`config.mk`:
```
export PLATFORM = sky130hd
export DESIGN_NAME = processing_swap_control
export DESIGN_NICKNAME = d
export VERILOG_FILES = /design/src/rtl/processing_swap_control_pkg.sv /design/src/rtl/processing_swap_control_tracker.sv /design/src/rtl/processing_swap_control.sv
export SDC_FILE = /design/constraint.sdc
export NUM_CORES = 1
export LEC_CHECK = 0
export ABC_AREA = 0
export BUFFER_PORTS_ARGS = -buffer_cell sky130_fd_sc_hd__buf_4
export CORE_MARGIN = 5
export CORE_UTILIZATION = 45
export DETAILED_ROUTE_END_ITERATION = 10
export GPL_TIMING_DRIVEN = 0
export PLACE_DENSITY = 0.72
export SLEW_MARGIN = 20
export SYNTH_ARGS = -nofsm -noshare
export SYNTH_HDL_FRONTEND = slang
export SYNTH_SLANG_ARGS = --single-unit
```
`constraint.sdc`:
```
create_clock -name clk -period 2.4 [get_ports clk]
set_input_delay 0.6 -clock clk [delete_from_list [all_inputs] [get_ports clk]]
set_output_delay 0.6 -clock clk [all_outputs]
set_load 0.03 [all_outputs]
```
`src/rtl/processing_swap_control_pkg.sv`:
```
// Shared widths, defaults and FSM state type for the swap control and the
// swappable processing units.
package processing_swap_control_pkg;

    localparam int unsigned kNoOfItrs          = 90;
    localparam int unsigned kItrLength         = 7;
    localparam int unsigned kShAccuBaseLength  = 16;
    localparam int unsigned kMapAccuInitLength = 16;
    localparam int unsigned kMapAccuBaseLength = 16;

    typedef logic [kShAccuBaseLength-1:0]  tShiftAccuBase;
    typedef logic [kMapAccuInitLength-1:0] tMapAccuInit;
    typedef logic [kMapAccuBaseLength-1:0] tMapAccuBase;

    typedef enum logic [2:0] {
        StIdle,
        StFetch,
        StLatch,
        StIssue,
        StDrain
    } swc_state_e;

endpackage

```
`src/rtl/processing_swap_control_tracker.sv`:
```
// Per-unit shifting flag and registered ack pulses for one swappable unit.
module swap_unit_tracker (
    input  logic clk,
    input  logic reset_n,
    input  logic sw_next_itr_i,
    input  logic issue_grant_i,
    input  logic swap_grant_i,
    output logic shifting_o,
    output logic next_itr_ack_o,
    output logic swap_ack_o
);

    logic shifting_q, shifting_d;
    logic next_itr_ack_q, next_itr_ack_d;
    logic swap_ack_q, swap_ack_d;

    always_comb begin
        shifting_d     = shifting_q;
        next_itr_ack_d = issue_grant_i;
        swap_ack_d     = swap_grant_i;
        if (sw_next_itr_i) begin
            shifting_d = 1'b0;
        end
        if (swap_grant_i) begin
            shifting_d = 1'b1;
        end
    end

    // Flag with this cycle's clear already applied, so a unit finishing its shift
    // can be served (or unblock its peer) in the very cycle it requests.
    assign shifting_o = shifting_q & ~sw_next_itr_i;

    always_ff @(posedge clk) begin
        if (!reset_n) begin
            shifting_q     <= 1'b0;
            next_itr_ack_q <= 1'b0;
            swap_ack_q     <= 1'b0;
        end else begin
            shifting_q     <= shifting_d;
            next_itr_ack_q <= next_itr_ack_d;
            swap_ack_q     <= swap_ack_d;
        end
    end

    assign next_itr_ack_o = next_itr_ack_q;
    assign swap_ack_o     = swap_ack_q;

endmodule

```
`src/rtl/processing_swap_control.sv`:
```
// Ping-pong sequencer for two swappable units: issues per-iteration LUT parameters
// and grants the PE datapath to filled units in iteration order.
module processing_swap_control
    import processing_swap_control_pkg::*;
#(
    parameter int unsigned pNoOfItrs          = kNoOfItrs,
    parameter int unsigned pItrLength         = kItrLength,
    parameter int unsigned pShAccuBaseLength  = kShAccuBaseLength,
    parameter int unsigned pMapAccuInitLength = kMapAccuInitLength,
    parameter int unsigned pMapAccuBaseLength = kMapAccuBaseLength
) (
    input  logic                          clk,
    input  logic                          reset_n,
    input  logic                          start,
    output logic                          busy,
    output logic                          done,
    output logic [pItrLength-1:0]         lut_addr,
    input  logic [pShAccuBaseLength-1:0]  lut_sh_accu_base,
    input  logic [pMapAccuInitLength-1:0] lut_mp_accu_init,
    input  logic [pMapAccuBaseLength-1:0] lut_mp_accu_base,
    output logic [pShAccuBaseLength-1:0]  sw_sh_accu_base,
    output logic [pMapAccuInitLength-1:0] sw_mp_accu_init,
    output logic [pMapAccuBaseLength-1:0] sw_mp_accu_base,
    input  logic                          sw_next_itr_a,
    input  logic                          sw_next_itr_b,
    input  logic                          sw_swap_a,
    input  logic                          sw_swap_b,
    output logic                          sw_next_itr_ack_a,
    output logic                          sw_next_itr_ack_b,
    output logic                          sw_swap_ack_a,
    output logic                          sw_swap_ack_b,
    output logic                          sel
);

    localparam logic [pItrLength:0] kItrs = (pItrLength + 1)'(pNoOfItrs);

    swc_state_e                    state_q, state_d;
    logic [pItrLength-1:0]         fi_q, fi_d, si_q, si_d, lut_addr_q, lut_addr_d;
    logic [pItrLength:0]           fi_inc;
    logic                          busy_q, busy_d, done_q, done_d, sel_q, sel_d;
    logic [pShAccuBaseLength-1:0]  sh_q, sh_d;
    logic [pMapAccuInitLength-1:0] mi_q, mi_d;
    logic [pMapAccuBaseLength-1:0] mb_q, mb_d;
    logic                          shift_a, shift_b;
    logic                          issue_a, issue_b, swap_g_a, swap_g_b;

    always_comb begin
        state_d    = state_q;
        fi_d       = fi_q;
        si_d       = si_q;
        busy_d     = busy_q;
        done_d     = 1'b0;
        lut_addr_d = lut_addr_q;
        sh_d       = sh_q;
        mi_d       = mi_q;
        mb_d       = mb_q;
        sel_d      = sel_q;
        issue_a    = 1'b0;
        issue_b    = 1'b0;
        swap_g_a   = 1'b0;
        swap_g_b   = 1'b0;
        fi_inc     = {1'b0, fi_q} + 1'b1;

        if (busy_q && (si_q < fi_q)) begin
            if (!si_q[0] && sw_swap_a && !shift_b) begin
                swap_g_a = 1'b1;
                sel_d    = 1'b0;
                si_d     = si_q + 1'b1;
            end else if (si_q[0] && sw_swap_b && !shift_a) begin
                swap_g_b = 1'b1;
                sel_d    = 1'b1;
                si_d     = si_q + 1'b1;
            end
        end

        unique case (state_q)
            StIdle: begin
                if (start) begin
                    fi_d       = '0;
                    si_d       = '0;
                    busy_d     = 1'b1;
                    lut_addr_d = '0;
                    state_d    = StFetch;
                end
            end
            StFetch: state_d = StLatch;
            StLatch: begin
                sh_d    = lut_sh_accu_base;
                mi_d    = lut_mp_accu_init;
                mb_d    = lut_mp_accu_base;
                state_d = StIssue;
            end
            StIssue: begin
                issue_a = !fi_q[0] && sw_next_itr_a && !shift_a;
                issue_b = fi_q[0] && sw_next_itr_b && !shift_b;
                if (issue_a || issue_b) begin
                    fi_d = fi_inc[pItrLength-1:0];
                    // Address is presented on entry to FETCH to give the LUT its cycle.
                    if (fi_inc < kItrs) begin
                        lut_addr_d = fi_inc[pItrLength-1:0];
                        state_d    = StFetch;
                    end else begin
                        state_d = StDrain;
                    end
                end
            end
            StDrain: begin
                if (({1'b0, si_q} == kItrs) && !shift_a && !shift_b) begin
                    done_d  = 1'b1;
                    busy_d  = 1'b0;
                    state_d = StIdle;
                end
            end
            default: state_d = StIdle;
        endcase
    end

    always_ff @(posedge clk) begin
        if (!reset_n) begin
            state_q    <= StIdle;
            fi_q       <= '0;
            si_q       <= '0;
            busy_q     <= 1'b0;
            done_q     <= 1'b0;
            lut_addr_q <= '0;
            sh_q       <= '0;
            mi_q       <= '0;
            mb_q       <= '0;
            sel_q      <= 1'b0;
        end else begin
            state_q    <= state_d;
            fi_q       <= fi_d;
            si_q       <= si_d;
            busy_q     <= busy_d;
            done_q     <= done_d;
            lut_addr_q <= lut_addr_d;
            sh_q       <= sh_d;
            mi_q       <= mi_d;
            mb_q       <= mb_d;
            sel_q      <= sel_d;
        end
    end

    swap_unit_tracker u_trk_a (
        .clk           (clk),
        .reset_n       (reset_n),
        .sw_next_itr_i (sw_next_itr_a),
        .issue_grant_i (issue_a),
        .swap_grant_i  (swap_g_a),
        .shifting_o    (shift_a),
        .next_itr_ack_o(sw_next_itr_ack_a),
        .swap_ack_o    (sw_swap_ack_a)
    );

    swap_unit_tracker u_trk_b (
        .clk           (clk),
        .reset_n       (reset_n),
        .sw_next_itr_i (sw_next_itr_b),
        .issue_grant_i (issue_b),
        .swap_grant_i  (swap_g_b),
        .shifting_o    (shift_b),
        .next_itr_ack_o(sw_next_itr_ack_b),
        .swap_ack_o    (sw_swap_ack_b)
    );

    assign busy            = busy_q;
    assign done            = done_q;
    assign lut_addr        = lut_addr_q;
    assign sw_sh_accu_base = sh_q;
    assign sw_mp_accu_init = mi_q;
    assign sw_mp_accu_base = mb_q;
    assign sel             = sel_q;

endmodule

```
==> key figures, run 1 <==
Run status
  – Run status: finished clean

Clock tree
  – Worst-path clk slew: about 0.08 ns
  – Max H-tree Level: 3
  – Clock Latency Late Sink: approximately 0.34 ns
  – CTS tree: built
  – Total CTS buffers: 9
  – Clock tree buffer depth: 2
  – CTS root buffer: clkbuf_8
  – Clock sink count: 81

Global routing
  – Initial antenna violation count: 0
  – Grt ovf: 0
  – Pin count of the biggest net entering global routing: 15
  – First-pass GRT wire length: 15,400 µm
  – Total GRT Usage: 0.192
  – Vias in the first global route: 3,246

Timing
  – Final period util: 0.918
  – Setup WS post-layout: about 0.20 ns
  – Fin Clk Skew: around 0.008 ns
  – Worst Tran Pin Value: 0.492 ns
  – Max-slew headroom: 0.672
  – Final Hold Vio Count: 0
  – Final setup viols: 0
  – TNS Setup: 0 ns
  – Minimum clock period: 2.20 ns
  – F_max: between 400 and 500 MHz
  – Max-slew violations: 0
  – RSZ-0062 raised after global routing: no

Worst setup path
  – Slowest stage cell, crit path: dfxtp_1
  – Setup CP Type: flop to flop
  – Critical path capture point type: flop
  – CP Max Fanout: 8
  – Critical path's top delay family: simple AND/OR/NAND/NOR gates
  – CP Buf/Inv Count: 1
  – Crit path DAT: approximately 2.4 ns
  – R2R Path Start: fi_q[1]$_SDFFE_PN0P_
  – Worst-path cell chain: ha_1 -> buf_2 -> nand3_1 -> nor4_1 -> a311oi_1 -> or2_2 -> nand3_1 -> o22ai_1
  – Worst setup SP type: flop
  – CP startpoint: fi_q[1]$_SDFFE_PN0P_
  – Crit path top cell by count: nand3_1
  – CP max stage delay: approximately 0.43 ns
  – Crit path required time: 2.62 ns

Drt
  – Average wire per cell in the routed design: roughly 14 µm
  – Routed wl met2: about 4400 µm
  – Antenna-violating nets left: 0
  – Drc violations: 0
  – Met3 WL: approximately 530 µm
  – Drt via density: between 5 and 6
  – Vias: 3,427
  – 1st-iter DRT viols: ~150
  – Highest metal used: met4
  – DRT met1 WL: between 4000 and 5000 µm
  – Drt pass-1 iters: 4
  – DRT Wirelength: around 9500 µm

Run
  – Max-cap violations: 0

Floorplanning
  – Die Ht: approximately 100 µm
  – Die X: 99.8 µm
  – Area of the core: 7810 µm²
  – Die area: 9960 µm²
  – Ports: about 120
  – Starting Density: 0.465
  – Cell row count: 32

Pwr
  – Sequential power share: 0.426
  – Comb pwr share: 0.306
  – Clock power share: 0.269
  – Psw: 0.00127 W
  – Switching Share: 0.350
  – Int Pwr: approximately 0.0024 W
  – LEAKAGE: 1.92 nW
  – Power Density: between 700 and 800 nW/µm²
  – Worst VDD drop: 398 µV

Placed design
  – Port Buffers: between 100 and 150
  – Placed Cells: approximately 660
  – Routability Congestion: 0.962
  – Pre-CTS setup slack: approximately 0.011 ns
  – Hpwl dp: 7320 µm

Cells and area
  – Area growth, synth to finish: 33.0%
  – Final nets: 633
  – Proportion of layout cells with a drive suffix above 1: 0.263
  – Most common cell after layout, fill and taps aside: nand2_1
  – Diode count: 0
  – Commonest cells after routing, fill and taps aside: nand2_1, buf_4, dfxtp_1, a21boi_0, a21oi_1
  – Fin cells: a little under 700

Logic synthesis
  – Mapped Cells: 443
  – Average size of a mapped cell: a little over 8 µm²
  – Synth warnings: 0
  – Synth async-reset ratio: 0
  – Synthesized net count: 507
  – Number of synthesized flops with an enable pin: 0
  – Sequential-to-total area share from yosys stat: 0.447
  – Primary FF master, synth: dfxtp_1
  – Mapped cell area: around 3600 µm²
  – Synth Register Bits: around 80
  – Synth unique cells: 46

Hold path
  – Worst hold path type: flop to flop
  – Hold Crit Start: sw_sh_accu_base[2]$_SDFFE_PN0P_
==> flip-flops by register name, summed over array words and instances (netlist names) <==
register and cells:
sw_mp_accu_base 16, sw_mp_accu_init 16, sw_sh_accu_base 16, fi_q 7, lut_addr 7, si_q 7
state_q 3, busy 1, done 1, sel 1, u_trk_a.next_itr_ack_o 1, u_trk_a.shifting_q 1
u_trk_a.swap_ack_o 1, u_trk_b.next_itr_ack_o 1, u_trk_b.shifting_q 1, u_trk_b.swap_ack_o 1
==> metal layers <==
metal  up-vias  global-route usage
li1       1757                   -
met4         0              0.0893
met1      1561               0.246
met5         -                   0
met3        18              0.0354
met2        91               0.313
==> area by class of cell <==
class	instances	area [µm²]
fillers	731	2980
multi-input cells	322	1840
flip-flops and latches	81	1620
repair buffers	116	871
clock buffers	10	128
well taps	102	128
plain buffers	27	124
clock inverters	6	68.8
inverters	12	45.0
==> power by group through the flow <==
stage	sequential, W	clock [W]	combinational (W)
5_1_grt	0.00157	0.00106	0.00122
4_1_cts	0.00155	0.000996	0.00112
6_report	0.00155	0.000977	0.00111
3_5_place_dp	0.00158	0	0.00111
2_1_floorplan	0.00181	0	0.000464
3_3_place_gp	0.00158	0	0.00110
==> final timing paths <==
path	endpoint	slack [ns]	cells after the start
worst max-delay path	lut_addr[2]$_SDFFE_PN0P_	0.20	8
worst min-delay path	sw_sh_accu_base[2]$_SDFFE_PN0P_	0.47	2
worst max register to register	lut_addr[2]$_SDFFE_PN0P_	0.20	8
worst min register to register	sw_sh_accu_base[2]$_SDFFE_PN0P_	0.47	2
==> worst register-to-register path: cells and delay by family (launching register included) <==
kind            cells  cell delay, ns
flops               1            0.43
simple gates        4            1.08
buf+inv             1            0.18
compound gates      2            0.22
fa+ha+maj           1            0.17
==> metrics by stage <==
stage          utilization  power [W]  hold slack (ns)  instance area (µm²)
2_1_floorplan            -    0.00228            0.470                 3630
6_report             0.618    0.00364            0.466                 4820
4_1_cts              0.617    0.00367            0.469                 4820
5_1_grt              0.618    0.00384            0.493                 4820
3_3_place_gp         0.593    0.00268            0.448                 4630
3_5_place_dp         0.593    0.00269            0.457                 4630
==> timing repair <==
action | 4_1_cts | 5_1_grt
buffers inserted | 0 | 0
hold buffers | 0 | 0
gates resized for setup | 0 | 2
pin swaps | 0 | 0
setup endpoints to repair | 3 | 13
cloned | 0 | 0
==> Yosys cell counts, types with 2 or more instances <==
master	number	area share
a211oi_1	3	0.0062
a21boi_0	51	0.11
a21boi_1	3	0.0062
a21oi_1	19	0.026
and2_1	4	0.0069
and3_1	5	0.0086
buf_2	9	0.012
clkbuf_1	17	0.018
dfxtp_1	81	0.45
ha_1	9	0.031
inv_1	12	0.012
nand2_1	120	0.12
nand2b_1	5	0.0086
nand3_1	6	0.0083
nand3b_1	4	0.0083
nand4_1	5	0.0086
nor2_1	13	0.013
nor2b_1	4	0.0069
nor3_1	6	0.0083
nor4_1	3	0.0052
o21a_1	6	0.012
o21ai_0	15	0.021
o21ai_1	2	0.0028
o22ai_1	7	0.012
o31ai_1	2	0.0041
or3_1	7	0.012
xnor2_1	6	0.014
==> kinds of logic (layout without fill, tap and decap cells) <==
kind of cell / after synthesis / count (layout) / share of synthesized area
adder cells (fa/ha/maj): 9 / 9 / 0.0310
AO/OA/AOI/OAI: 117 / 117 / 0.217
AND/OR/NAND/NOR: 190 / 190 / 0.243
XOR/XNOR: 6 / 6 / 0.0145
flip-flops: 81 / 81 / 0.447
buffers and inverters: 40 / 171 / 0.0476
Power figures use the tool's default switching activity.
==> run 2, diff against run 1 <==
CELL_PAD_IN_SITES_DETAIL_PLACEMENT = 0   (was not set)
CELL_PAD_IN_SITES_GLOBAL_PLACEMENT = 1   (was not set)
CORE_UTILIZATION = 36   (was 45)
PLACE_DENSITY = not set   (was 0.72)
PLACE_DENSITY_LB_ADDON = 0.1   (was not set)
==> run 2 against run 1 <==
Cell count increased by 4.4%; clock-buffer cell count is the same; sequential power is essentially flat; design area grew 1.3%; maximum frequency down 2.1%; largest cell class unchanged; wire length grew 2.3%; setup slack worse by 0.046 ns; sequential cell count unchanged; non-clock buffer count decreased by 1; critical path type unchanged; sequential share of layout area fell by 0.42 points; power is 2.2% higher.
==> key figures, run 2 (synthesis results as in run 1) <==
Drt
  – Drt pass-1 iters: 4
  – DRT Wirelength: slightly below 10,000 µm
  – Antenna-violating nets left: 0
  – Drt via density: roughly 4.8
  – Average wire per cell in the routed design: 13.8 µm
  – Vias: about 3.4k
  – Drc violations: 0
  – 1st-iter DRT viols: ~120

Timing
  – Fin Clk Skew: ~0.014 ns
  – F_max: 444 MHz
  – Max-slew headroom: 0.604
  – Final Hold Vio Count: 0
  – Worst Tran Pin Value: a little under 0.6 ns
  – Max-slew violations: 0
  – Final period util: 0.937
  – RSZ-0062 raised after global routing: no
  – Minimum clock period: ~2.2 ns
  – Hold slack: about 0.47 ns
  – Final setup viols: 0

Clock tree
  – CTS tree: built
  – Clock tree buffer depth: 2
  – Total CTS buffers: 9
  – Clock sink count: 81
  – Max H-tree Level: 3
  – Setup Buffers After CTS: 0
  – Worst-path clk slew: roughly 0.09 ns
  – Clock Latency Late Sink: about 0.35 ns
  – CTS root buffer: clkbuf_8

Floorplanning
  – Ports: 117
  – Die Ht: 110 µm
  – Cell row count: 36
  – Die X: between 100 and 150 µm
  – Area of the core: between 9000 and 10,000 µm²
  – Die area: around 12,000 µm²
  – Starting Density: 0.370

Pwr
  – Clock power share: 0.283
  – Comb pwr share: 0.301
  – Psw: ~0.0013 W
  – Sequential power share: 0.416
  – LEAKAGE: just under 2 nW
  – Power Density: approximately 760 nW/µm²
  – Switching Share: 0.353
  – Int Pwr: between 0.002 and 0.0025 W
  – Worst VDD drop: approximately 340 µV

Cells and area
  – Proportion of layout cells with a drive suffix above 1: 0.267
  – Final instance area: 4890 µm²
  – Core Util, Final: 0.498
  – Multi-input logic area: about 1900 µm²
  – Diode count: 0
  – Fin cells: roughly 710
  – Final nets: roughly 630
  – Most common cell after layout, fill and taps aside: nand2_1
  – Fillers: 1,017
  – Sequential Area: approximately 1600 µm²
  – Commonest cells after routing, fill and taps aside: nand2_1, buf_4, dfxtp_1, a21boi_0, a21oi_1
  – Area growth, synth to finish: 34.7%

Global routing
  – Met2 track demand over resource: 0.270
  – Met3 Use GR: 0.0402
  – Top Usage Layer GRT: met2
  – First-pass GRT wire length: approximately 16,000 µm
  – Vias in the first global route: about 3.2k
  – Initial antenna violation count: 0
  – Total GRT Usage: 0.162
  – Pin count of the biggest net entering global routing: 16
  – Grt ovf: 0
  – Met1 Resource Use GR: 0.208

Worst setup path
  – Critical path capture point type: flop
  – R2r setup slk: roughly 0.15 ns
  – Crit path required time: 2.62 ns
  – Worst setup SP type: flop
  – CP Max Fanout: 8
  – Crit path DAT: about 2.5 ns
  – Setup CP Type: flop to flop
  – R2R Path Start: fi_q[1]$_SDFFE_PN0P_
  – CP startpoint: fi_q[1]$_SDFFE_PN0P_

Placed design
  – Routability Congestion: 0.823
  – Port Buffers: 116
  – Placed Cells: 692
  – Hpwl dp: 7370 µm
  – DP Area: ~4700 µm²

Hold path
  – Hold Crit Start: sw_mp_accu_base[1]$_SDFFE_PN0P_
  – Worst hold path type: flop to flop

Run
  – Max-cap violations: 0

Run status
  – Run status: finished clean
## run 2: changes by cell type in the layout (fill, tap and decap cells not counted), sizes merged
cell | previous run | this run
clkbuf | 26 | 25
inv | 12 | 14
clkinv | 1 | 2
clkinvlp | 4 | 1
## run 2: per-stage QoR
step / setup TNS, ns / power (W) / setup slack [ns]
floorplan: 0 / 0.00228 / 0.293
global placement: -0.370 / 0.00269 / -0.0824
detailed placement: -0.362 / 0.00270 / -0.0690
CTS: 0 / 0.00377 / 0.0622
global route: 0 / 0.00394 / 0.00107
finish: 0 / 0.00372 / 0.150
## run 2: power by group through the flow
stage / logic [W] / registers [W] / clock network, W
2_1_floorplan: 0.000464 / 0.00181 / 0
3_3_place_gp: 0.00111 / 0.00157 / 0
3_5_place_dp: 0.00112 / 0.00158 / 0
4_1_cts: 0.00113 / 0.00155 / 0.00109
5_1_grt: 0.00122 / 0.00157 / 0.00115
6_report: 0.00112 / 0.00155 / 0.00105
## run 2: per-layer routing
| metal | up-vias | share of wire |
|---|---|---|
| li1 | 1748 | - |
| met1 | 1543 | 0.46 |
| met2 | 84 | 0.46 |
| met3 | 12 | 0.064 |
| met4 | 0 | 0.014 |
| met5 | - | 0 |
## run 2: path summary, 6_finish.rpt
kind,depth (start not counted),endpoint
hold / removal,2,sw_mp_accu_base[1]$_SDFFE_PN0P_
setup / recovery,8,lut_addr[2]$_SDFFE_PN0P_
setup reg to reg,8,lut_addr[2]$_SDFFE_PN0P_
hold reg to reg,2,sw_mp_accu_base[1]$_SDFFE_PN0P_
## run 2: final cells by class
type | count | share of cell area
Buffer | 26 | 0.0246
Clock inverter | 6 | 0.0149
Timing Repair Buffer | 116 | 0.178
Sequential cell | 81 | 0.332
Tap cell | 133 | 0.0341
Inverter | 12 | 0.00922
Clock buffer | 10 | 0.0282
Multi-Input combinational cell | 322 | 0.379
## run 2: critical path, cell delays in order, from the launching register on
cell	delay, ns
dfxtp_1	0.45
ha_1	0.18
buf_2	0.17
nand3_1	0.26
nor4_1	0.35
a311oi_1	0.11
or2_2	0.33
nand3_2	0.17
o22ai_1	0.11
## run 2: repair_timing
| action | 4_1_cts | 5_1_grt |
|---|---|---|
| hold buffers | 0 | 0 |
| gates resized for setup | 1 | 3 |
| endpoints found under the setup margin | 12 | 16 |
